**src/rtl/alu_seq.sv**
```systemverilog
// -----------------------------------------------------------------------------
// alu_seq: multi-cycle ALU for the datapath execute stage.
//
// Single-cycle ADD/SUB/AND/OR, iterative shifts (1 bit per cycle) and an
// unsigned shift-add multiply. Holds an internal accumulator (ACC). Uses a
// valid/ready handshake on both sides, and registers its result flags.
//
// Ports
//   clk, rst        clock, synchronous active-high reset
//   in_valid/ready  command handshake; in_ready only while idle
//   op              000 ADD, 001 SUB, 010 AND, 011 OR, 100 SLL, 101 SRL, 110 SRA, 111 MUL
//   a_sel           0: A = da, 1: A = ACC (value at accept)
//   acc_ctl         00 none, 01 ACC<=result, 10 clear, 11 complement
//   da, db, shamt   operands and shift count
//   out_valid/ready result handshake; dc and flags held while out_valid
//   dc              result
//   overflow        signed ADD/SUB overflow, MUL high half nonzero
//   carry           ADD carry-out / SUB no-borrow, 0 otherwise
//   zero, negative  derived from dc
//   busy            not idle
// -----------------------------------------------------------------------------
module alu_seq #(
    parameter int unsigned WIDTH   = 16,
    parameter int unsigned SHAMT_W = $clog2(WIDTH),
    parameter bit          MUL_EN  = 1'b1
) (
    input  logic               clk,
    input  logic               rst,
    input  logic               in_valid,
    output logic               in_ready,
    input  logic [2:0]         op,
    input  logic               a_sel,
    input  logic [1:0]         acc_ctl,
    input  logic [WIDTH-1:0]   da,
    input  logic [WIDTH-1:0]   db,
    input  logic [SHAMT_W-1:0] shamt,
    output logic               out_valid,
    input  logic               out_ready,
    output logic [WIDTH-1:0]   dc,
    output logic               overflow,
    output logic               carry,
    output logic               zero,
    output logic               negative,
    output logic               busy
);

    localparam int unsigned CNT_W = SHAMT_W + 1;

    localparam logic [2:0] OpAdd = 3'b000;
    localparam logic [2:0] OpSub = 3'b001;
    localparam logic [2:0] OpAnd = 3'b010;
    localparam logic [2:0] OpOr  = 3'b011;
    localparam logic [2:0] OpSll = 3'b100;
    localparam logic [2:0] OpSrl = 3'b101;
    localparam logic [2:0] OpSra = 3'b110;
    localparam logic [2:0] OpMul = 3'b111;

    typedef enum logic [1:0] {StIdle, StExec, StDone} state_e;

    state_e           state_q, state_d;
    logic [WIDTH-1:0] acc_q, acc_d;
    logic [WIDTH-1:0] dc_q, dc_d;
    logic             ovf_q, ovf_d;
    logic             carry_q, carry_d;
    logic             zero_q, zero_d;
    logic             neg_q, neg_d;
    logic [2:0]       op_q, op_d;
    logic [1:0]       ctl_q, ctl_d;
    // Shift operand, or low product half / remaining multiplier bits for MUL.
    logic [WIDTH-1:0] work_q, work_d;
    // High product half for MUL.
    logic [WIDTH-1:0] hi_q, hi_d;
    logic [WIDTH-1:0] mcand_q, mcand_d;
    logic [CNT_W-1:0] cnt_q, cnt_d;

    // Single-cycle arithmetic on the incoming command.
    logic [WIDTH-1:0] opa, opb;
    logic [WIDTH:0]   sum;
    logic             add_ovf;

    assign opa     = a_sel ? acc_q : da;
    assign opb     = (op == OpSub) ? ~db : db;
    assign sum     = {1'b0, opa} + {1'b0, opb} + {{WIDTH{1'b0}}, (op == OpSub)};
    assign add_ovf = (opa[WIDTH-1] == opb[WIDTH-1]) & (sum[WIDTH-1] != opa[WIDTH-1]);

    // One iteration of the current multi-cycle operation.
    logic [WIDTH:0]   mul_sum;
    logic [WIDTH-1:0] step_work, step_hi;

    always_comb begin
        mul_sum   = {1'b0, hi_q} + (work_q[0] ? {1'b0, mcand_q} : '0);
        step_hi   = hi_q;
        step_work = work_q;
        unique case (op_q)
            OpSll:   step_work = {work_q[WIDTH-2:0], 1'b0};
            OpSrl:   step_work = {1'b0, work_q[WIDTH-1:1]};
            OpSra:   step_work = {work_q[WIDTH-1], work_q[WIDTH-1:1]};
            OpMul: begin
                // Shift {carry, hi + mcand?, work} right by one.
                step_hi   = mul_sum[WIDTH:1];
                step_work = {mul_sum[0], work_q[WIDTH-1:1]};
            end
            default: step_work = work_q;
        endcase
    end

    logic             fin;
    logic [WIDTH-1:0] res;
    logic             res_ovf;
    logic             res_carry;
    logic [1:0]       fin_ctl;

    always_comb begin
        state_d   = state_q;
        acc_d     = acc_q;
        dc_d      = dc_q;
        ovf_d     = ovf_q;
        carry_d   = carry_q;
        zero_d    = zero_q;
        neg_d     = neg_q;
        op_d      = op_q;
        ctl_d     = ctl_q;
        work_d    = work_q;
        hi_d      = hi_q;
        mcand_d   = mcand_q;
        cnt_d     = cnt_q;
        fin       = 1'b0;
        res       = '0;
        res_ovf   = 1'b0;
        res_carry = 1'b0;
        fin_ctl   = ctl_q;

        unique case (state_q)
            StIdle: begin
                if (in_valid) begin
                    op_d    = op;
                    ctl_d   = acc_ctl;
                    fin_ctl = acc_ctl;
                    if (acc_ctl[1]) begin
                        // Clear / complement ignore op entirely.
                        fin = 1'b1;
                        res = acc_ctl[0] ? ~acc_q : '0;
                    end else begin
                        unique case (op)
                            OpAdd, OpSub: begin
                                fin       = 1'b1;
                                res       = sum[WIDTH-1:0];
                                res_carry = sum[WIDTH];
                                res_ovf   = add_ovf;
                            end
                            OpAnd: begin
                                fin = 1'b1;
                                res = opa & db;
                            end
                            OpOr: begin
                                fin = 1'b1;
                                res = opa | db;
                            end
                            OpSll, OpSrl, OpSra: begin
                                if (shamt == '0) begin
                                    fin = 1'b1;
                                    res = opa;
                                end else begin
                                    state_d = StExec;
                                    work_d  = opa;
                                    cnt_d   = {1'b0, shamt};
                                end
                            end
                            OpMul: begin
                                if (MUL_EN) begin
                                    state_d = StExec;
                                    work_d  = db;
                                    hi_d    = '0;
                                    mcand_d = opa;
                                    cnt_d   = CNT_W'(WIDTH);
                                end else begin
                                    fin     = 1'b1;
                                    res     = '0;
                                    res_ovf = 1'b1;
                                end
                            end
                            default: ;
                        endcase
                    end
                end
            end
            StExec: begin
                work_d = step_work;
                hi_d   = step_hi;
                cnt_d  = cnt_q - CNT_W'(1);
                if (cnt_q == CNT_W'(1)) begin
                    fin     = 1'b1;
                    res     = step_work;
                    res_ovf = (op_q == OpMul) ? (|step_hi) : 1'b0;
                end
            end
            StDone: begin
                if (out_ready) begin
                    state_d = StIdle;
                end
            end
            default: state_d = StIdle;
        endcase

        // Result, flags and ACC all update on entry to DONE.
        if (fin) begin
            state_d = StDone;
            dc_d    = res;
            ovf_d   = res_ovf;
            carry_d = res_carry;
            zero_d  = (res == '0);
            neg_d   = res[WIDTH-1];
            unique case (fin_ctl)
                2'b01:   acc_d = res;
                2'b10:   acc_d = '0;
                2'b11:   acc_d = ~acc_q;
                default: acc_d = acc_q;
            endcase
        end
    end

    always_ff @(posedge clk) begin
        if (rst) begin
            state_q <= StIdle;
            acc_q   <= '0;
            dc_q    <= '0;
            ovf_q   <= 1'b0;
            carry_q <= 1'b0;
            zero_q  <= 1'b0;
            neg_q   <= 1'b0;
            op_q    <= '0;
            ctl_q   <= '0;
            work_q  <= '0;
            hi_q    <= '0;
            mcand_q <= '0;
            cnt_q   <= '0;
        end else begin
            state_q <= state_d;
            acc_q   <= acc_d;
            dc_q    <= dc_d;
            ovf_q   <= ovf_d;
            carry_q <= carry_d;
            zero_q  <= zero_d;
            neg_q   <= neg_d;
            op_q    <= op_d;
            ctl_q   <= ctl_d;
            work_q  <= work_d;
            hi_q    <= hi_d;
            mcand_q <= mcand_d;
            cnt_q   <= cnt_d;
        end
    end

    assign in_ready  = (state_q == StIdle);
    assign busy      = (state_q != StIdle);
    assign out_valid = (state_q == StDone);
    assign dc        = dc_q;
    assign overflow  = ovf_q;
    assign carry     = carry_q;
    assign zero      = zero_q;
    assign negative  = neg_q;

endmodule

```
**config.mk**
```make
export PLATFORM = sky130hd
export DESIGN_NAME = alu_seq
export DESIGN_NICKNAME = d
export VERILOG_FILES = /design/src/rtl/alu_seq.sv
export SDC_FILE = /design/constraint.sdc
export NUM_CORES = 1
export LEC_CHECK = 0
export CAP_MARGIN = 20
export CORE_MARGIN = 1
export CORE_UTILIZATION = 50
export DETAILED_ROUTE_END_ITERATION = 10
export PLACE_DENSITY = 0.71
export RECOVER_POWER = 50
export SYNTH_ARGS = -nofsm -noshare
export SYNTH_HDL_FRONTEND = slang
export SYNTH_SLANG_ARGS = --single-unit
```
**constraint.sdc**
```tcl
create_clock -name clk -period 5.2 [get_ports clk]
set_input_delay 1.04 -clock clk [delete_from_list [all_inputs] [get_ports clk]]
set_output_delay 1.04 -clock clk [all_outputs]
set_load 0.05 [all_outputs]
```
==> results.yml, run 1 <==
power:
  irDropWorstVdd_mv: 0.183
  power.total_w: 0.00219
  p_leak_nw: 3.54
  power_density_nw_per_um2: 253
sta:
  fin_setup_tns_ns: 0
  fmax_ghz: 0.214
  period_needed_ns: 4.68
  finalHoldViolCount: 0
  slew_headroom: -0.151
  setup_viol: 0
  report.final.slew_viol_count: 44
  rsz0062_at_grt: "no"
  min_period_over_period: 0.900
  clock_skew_ns: 0.0109
  tightestPinTransition_ns: 1.73
  final.setup.worst_slack_ns: 0.520
grt:
  grt_pass1_vias: 7017
  grt_overflow: 0
  grt_max_degree: 59
  groute.usage.overall: 0.326
  grt_pass1_wl_um: 39700
  antenna_found_initial: 0
status:
  violations: "max-capacitance violations, max-slew violations"
  status: "finished with violations"
final_layout:
  nets: 1114
  post_route_cells_drive_above_1_share: 0.0833
  antenna_cells: 0
  post-route-util: 0.592
  area_delta_synth_final_pct: 14.5
clocking:
  clk_pin_slew_ns: 0.07
  cts_resized: 0
  cts_setup_buffers: 0
  cts_tree: "done"
  cts_max_path_buffers: 2
  cts-buffers-inserted: 9
  clkLatencyLatePin_ns: 0.36
  cts_hold_buf: 0
  cts.sinks: 95
  cts_root_buf: "clkbuf_16"
  h-tree-depth: 3
detailed_routing:
  vias: 7754
  wirelength_um: 25200
  dr.pass1.iters: 7
  detailedRoute.firstIterationViolations: 730
  drc: 0
  vias_per_cell: 6.37
  ant_nets: 0
  wl_per_cell_um: 20.7
critical_path:
  cp.required_ns: 5.49
  worst_setup_path_end_kind: "register"
  cp_cell_sequence: "dlygate4sd3_1 -> clkbuf_1 -> or4b_4 -> a21boi_0 -> fa_1 -> nand3b_1 -> a21oi_1 -> o41ai_1 -> xor2_1 -> o21ai_0 -> a22oi_1 -> o221a_2 -> nor3_1"
  slowest_delay_ns: 0.63
  r2r-start: "work_q[0]"
  worstSetupPathType: "in -> reg"
  crit_start: "op[2]"
  crit_fanout: 11
  critPathLaunchType: "primary input"
  arrival_ns: 4.97
  critPathSlowestCell: "or4b_4"
synth:
  ys_seq_area_frac: 0.251
  syn_area_um2: 7570
  synth_edf_count: 0
  ys_ff_latch: 95
  synthDistinctLibCells: 83
  synth_nets: 1078
  synth_async_sr_flop_share: 0
  synthCells: 992
  syn_avg_cell_area_um2: 7.63
  synth_warnings: 0
  synth-main-ff-cell: "dfxtp_1"
placed_design:
  place.port_buffers: 68
  place_ws_ns: 0.425
  dp_hpwl_um: 19400
  routabilityCongestion: 1.01
floorplan:
  core-area_um2: 14600
  placement_rows: 44
  ios: 69
  fp.dieH_um: 125
  die_area_um2: 15600
  start_util: 0.517
  die_w_um: 125
min_path:
  hp-class: "reg -> reg"
  holdCritStartpoint: "dc[5]"
flow_run:
  drv_cap: 1
-- final timing paths --
| check | slack (ns) | cells past startpoint | end |
|---|---|---|---|
| setup reg to reg | 1.11 | 12 | overflow |
| hold / removal | 0.45 | 2 | dc[5] |
| setup / recovery | 0.52 | 13 | acc_q[8] |
| hold reg to reg | 0.45 | 2 | dc[5] |
-- flip-flops by register name, indices dropped and copies added, names as in the netlist --
| name | cells |
|---|---|
| acc_q | 16 |
| carry | 1 |
| cnt_q | 5 |
| ctl_q | 2 |
| dc | 16 |
| hi_q | 16 |
| mcand_q | 16 |
| op_q | 3 |
| overflow | 1 |
| state_q | 2 |
| work_q | 16 |
| zero | 1 |
-- per-stage QoR --
step / cells / instance area [µm²] / hold WS, ns
2_1_floorplan: 992 / 7570 / 0.436
3_3_place_gp: 1201 / 8390 / 0.447
3_5_place_dp: 1201 / 8390 / 0.449
4_1_cts: 1217 / 8680 / 0.459
5_1_grt: 1217 / 8670 / 0.480
6_report: 1217 / 8670 / 0.452
-- placed cells by master, fill, tap and decap left out, types with 6 or more instances in the layout --
master	count
ha_1	38
o211ai_1	13
a21o_1	9
inv_1	23
xnor2_1	7
dlygate4sd3_1	25
nor2b_1	12
and2_1	22
dfxtp_1	95
clkdlybuf4s50_1	42
o21ai_1	6
xor2_1	21
a22o_1	7
nand2_1	86
a31oi_1	19
mux2_2	7
clkbuf_16	9
o221ai_1	6
o21ai_0	58
or2_2	8
buf_4	24
maj3_1	8
nor2_1	130
nand2b_1	9
and3_1	9
a21oi_1	79
nand3_1	17
mux2i_1	38
nor3_1	18
a211oi_1	26
a22oi_1	20
a311oi_1	8
-- layout make-up --
class | count | area (µm²)
timing repair buffer | 95 | 867
inverter | 26 | 97.6
multi-input combinational | 801 | 5290
clock buffer | 12 | 256
clock inverter | 4 | 27.5
tap | 184 | 230
fill | 1419 | 5980
sequential | 95 | 1900
-- critical path: cells and delay by family --
| kind | cells | cell delay [ns] |
|---|---|---|
| compound gates | 6 | 1.46 |
| simple gates | 3 | 1.00 |
| buf+inv | 2 | 0.87 |
| fa+ha+maj | 1 | 0.44 |
| xor+xnor | 1 | 0.16 |
-- layer usage --
metal | vias to the layer above | GRT usage | wire length [µm]
met5 | - | 0 | 0
met4 | 0 | 0.129 | 801
met3 | 55 | 0.0672 | 2210
met2 | 326 | 0.483 | 10700
met1 | 3657 | 0.461 | 11500
li1 | 3716 | - | -
-- cells in the mapped netlist, types with 6 or more instances --
cell type / count / area share
nor3_1: 18 / 0.012
or2_2: 8 / 0.0066
a22o_1: 7 / 0.0081
clkbuf_1: 55 / 0.027
nand2b_1: 9 / 0.0074
o221ai_1: 6 / 0.0069
o21ai_0: 58 / 0.038
o21ai_1: 6 / 0.0040
and3_1: 9 / 0.0074
and2_1: 23 / 0.019
mux2_2: 7 / 0.010
xnor2_1: 7 / 0.0081
a21oi_1: 80 / 0.053
inv_1: 23 / 0.011
mux2i_1: 38 / 0.050
maj3_1: 8 / 0.011
nor2_1: 131 / 0.065
nor2b_1: 12 / 0.0099
nand3_1: 17 / 0.011
buf_2: 9 / 0.0059
a211oi_1: 26 / 0.026
a311oi_1: 8 / 0.0093
dfxtp_1: 95 / 0.25
nand2_1: 86 / 0.043
a31oi_1: 19 / 0.016
o211ai_1: 13 / 0.013
a21o_1: 9 / 0.0089
ha_1: 38 / 0.063
a22oi_1: 20 / 0.020
xor2_1: 21 / 0.024
-- power breakdown --
| group | internal, W | switching (W) |
|---|---|---|
| clock | 0.000352 | 0.000307 |
| combinational | 0.000267 | 0.000447 |
| sequential | 0.000770 | 0.0000469 |
-- kinds of logic (layout without fill, tap and decap cells) --
family	count (synthesis)	count (layout)	share of synthesized area
AND/OR/NAND/NOR	354	354	0.226
AO/OA/AOI/OAI	316	316	0.281
buffers and inverters	96	137	0.0516
flip-flops	95	95	0.251
adder cells (fa/ha/maj)	52	52	0.0846
multiplexers	51	51	0.0735
XOR/XNOR	28	28	0.0324
(Power assumes the default switching activity.)
==> inputs of run 2 (changes only) <==
--- a/config.mk
+++ b/config.mk
@@ -11,6 +11,7 @@
 export DETAILED_ROUTE_END_ITERATION = 10
 export PLACE_DENSITY = 0.71
 export RECOVER_POWER = 50
+export SETUP_SLACK_MARGIN = 0.5
 export SYNTH_ARGS = -nofsm -noshare
 export SYNTH_HDL_FRONTEND = slang
 export SYNTH_SLANG_ARGS = --single-unit
==> results of run 2 <==
Same layout as run 1: the final DEF is identical, and so are final timing and power.
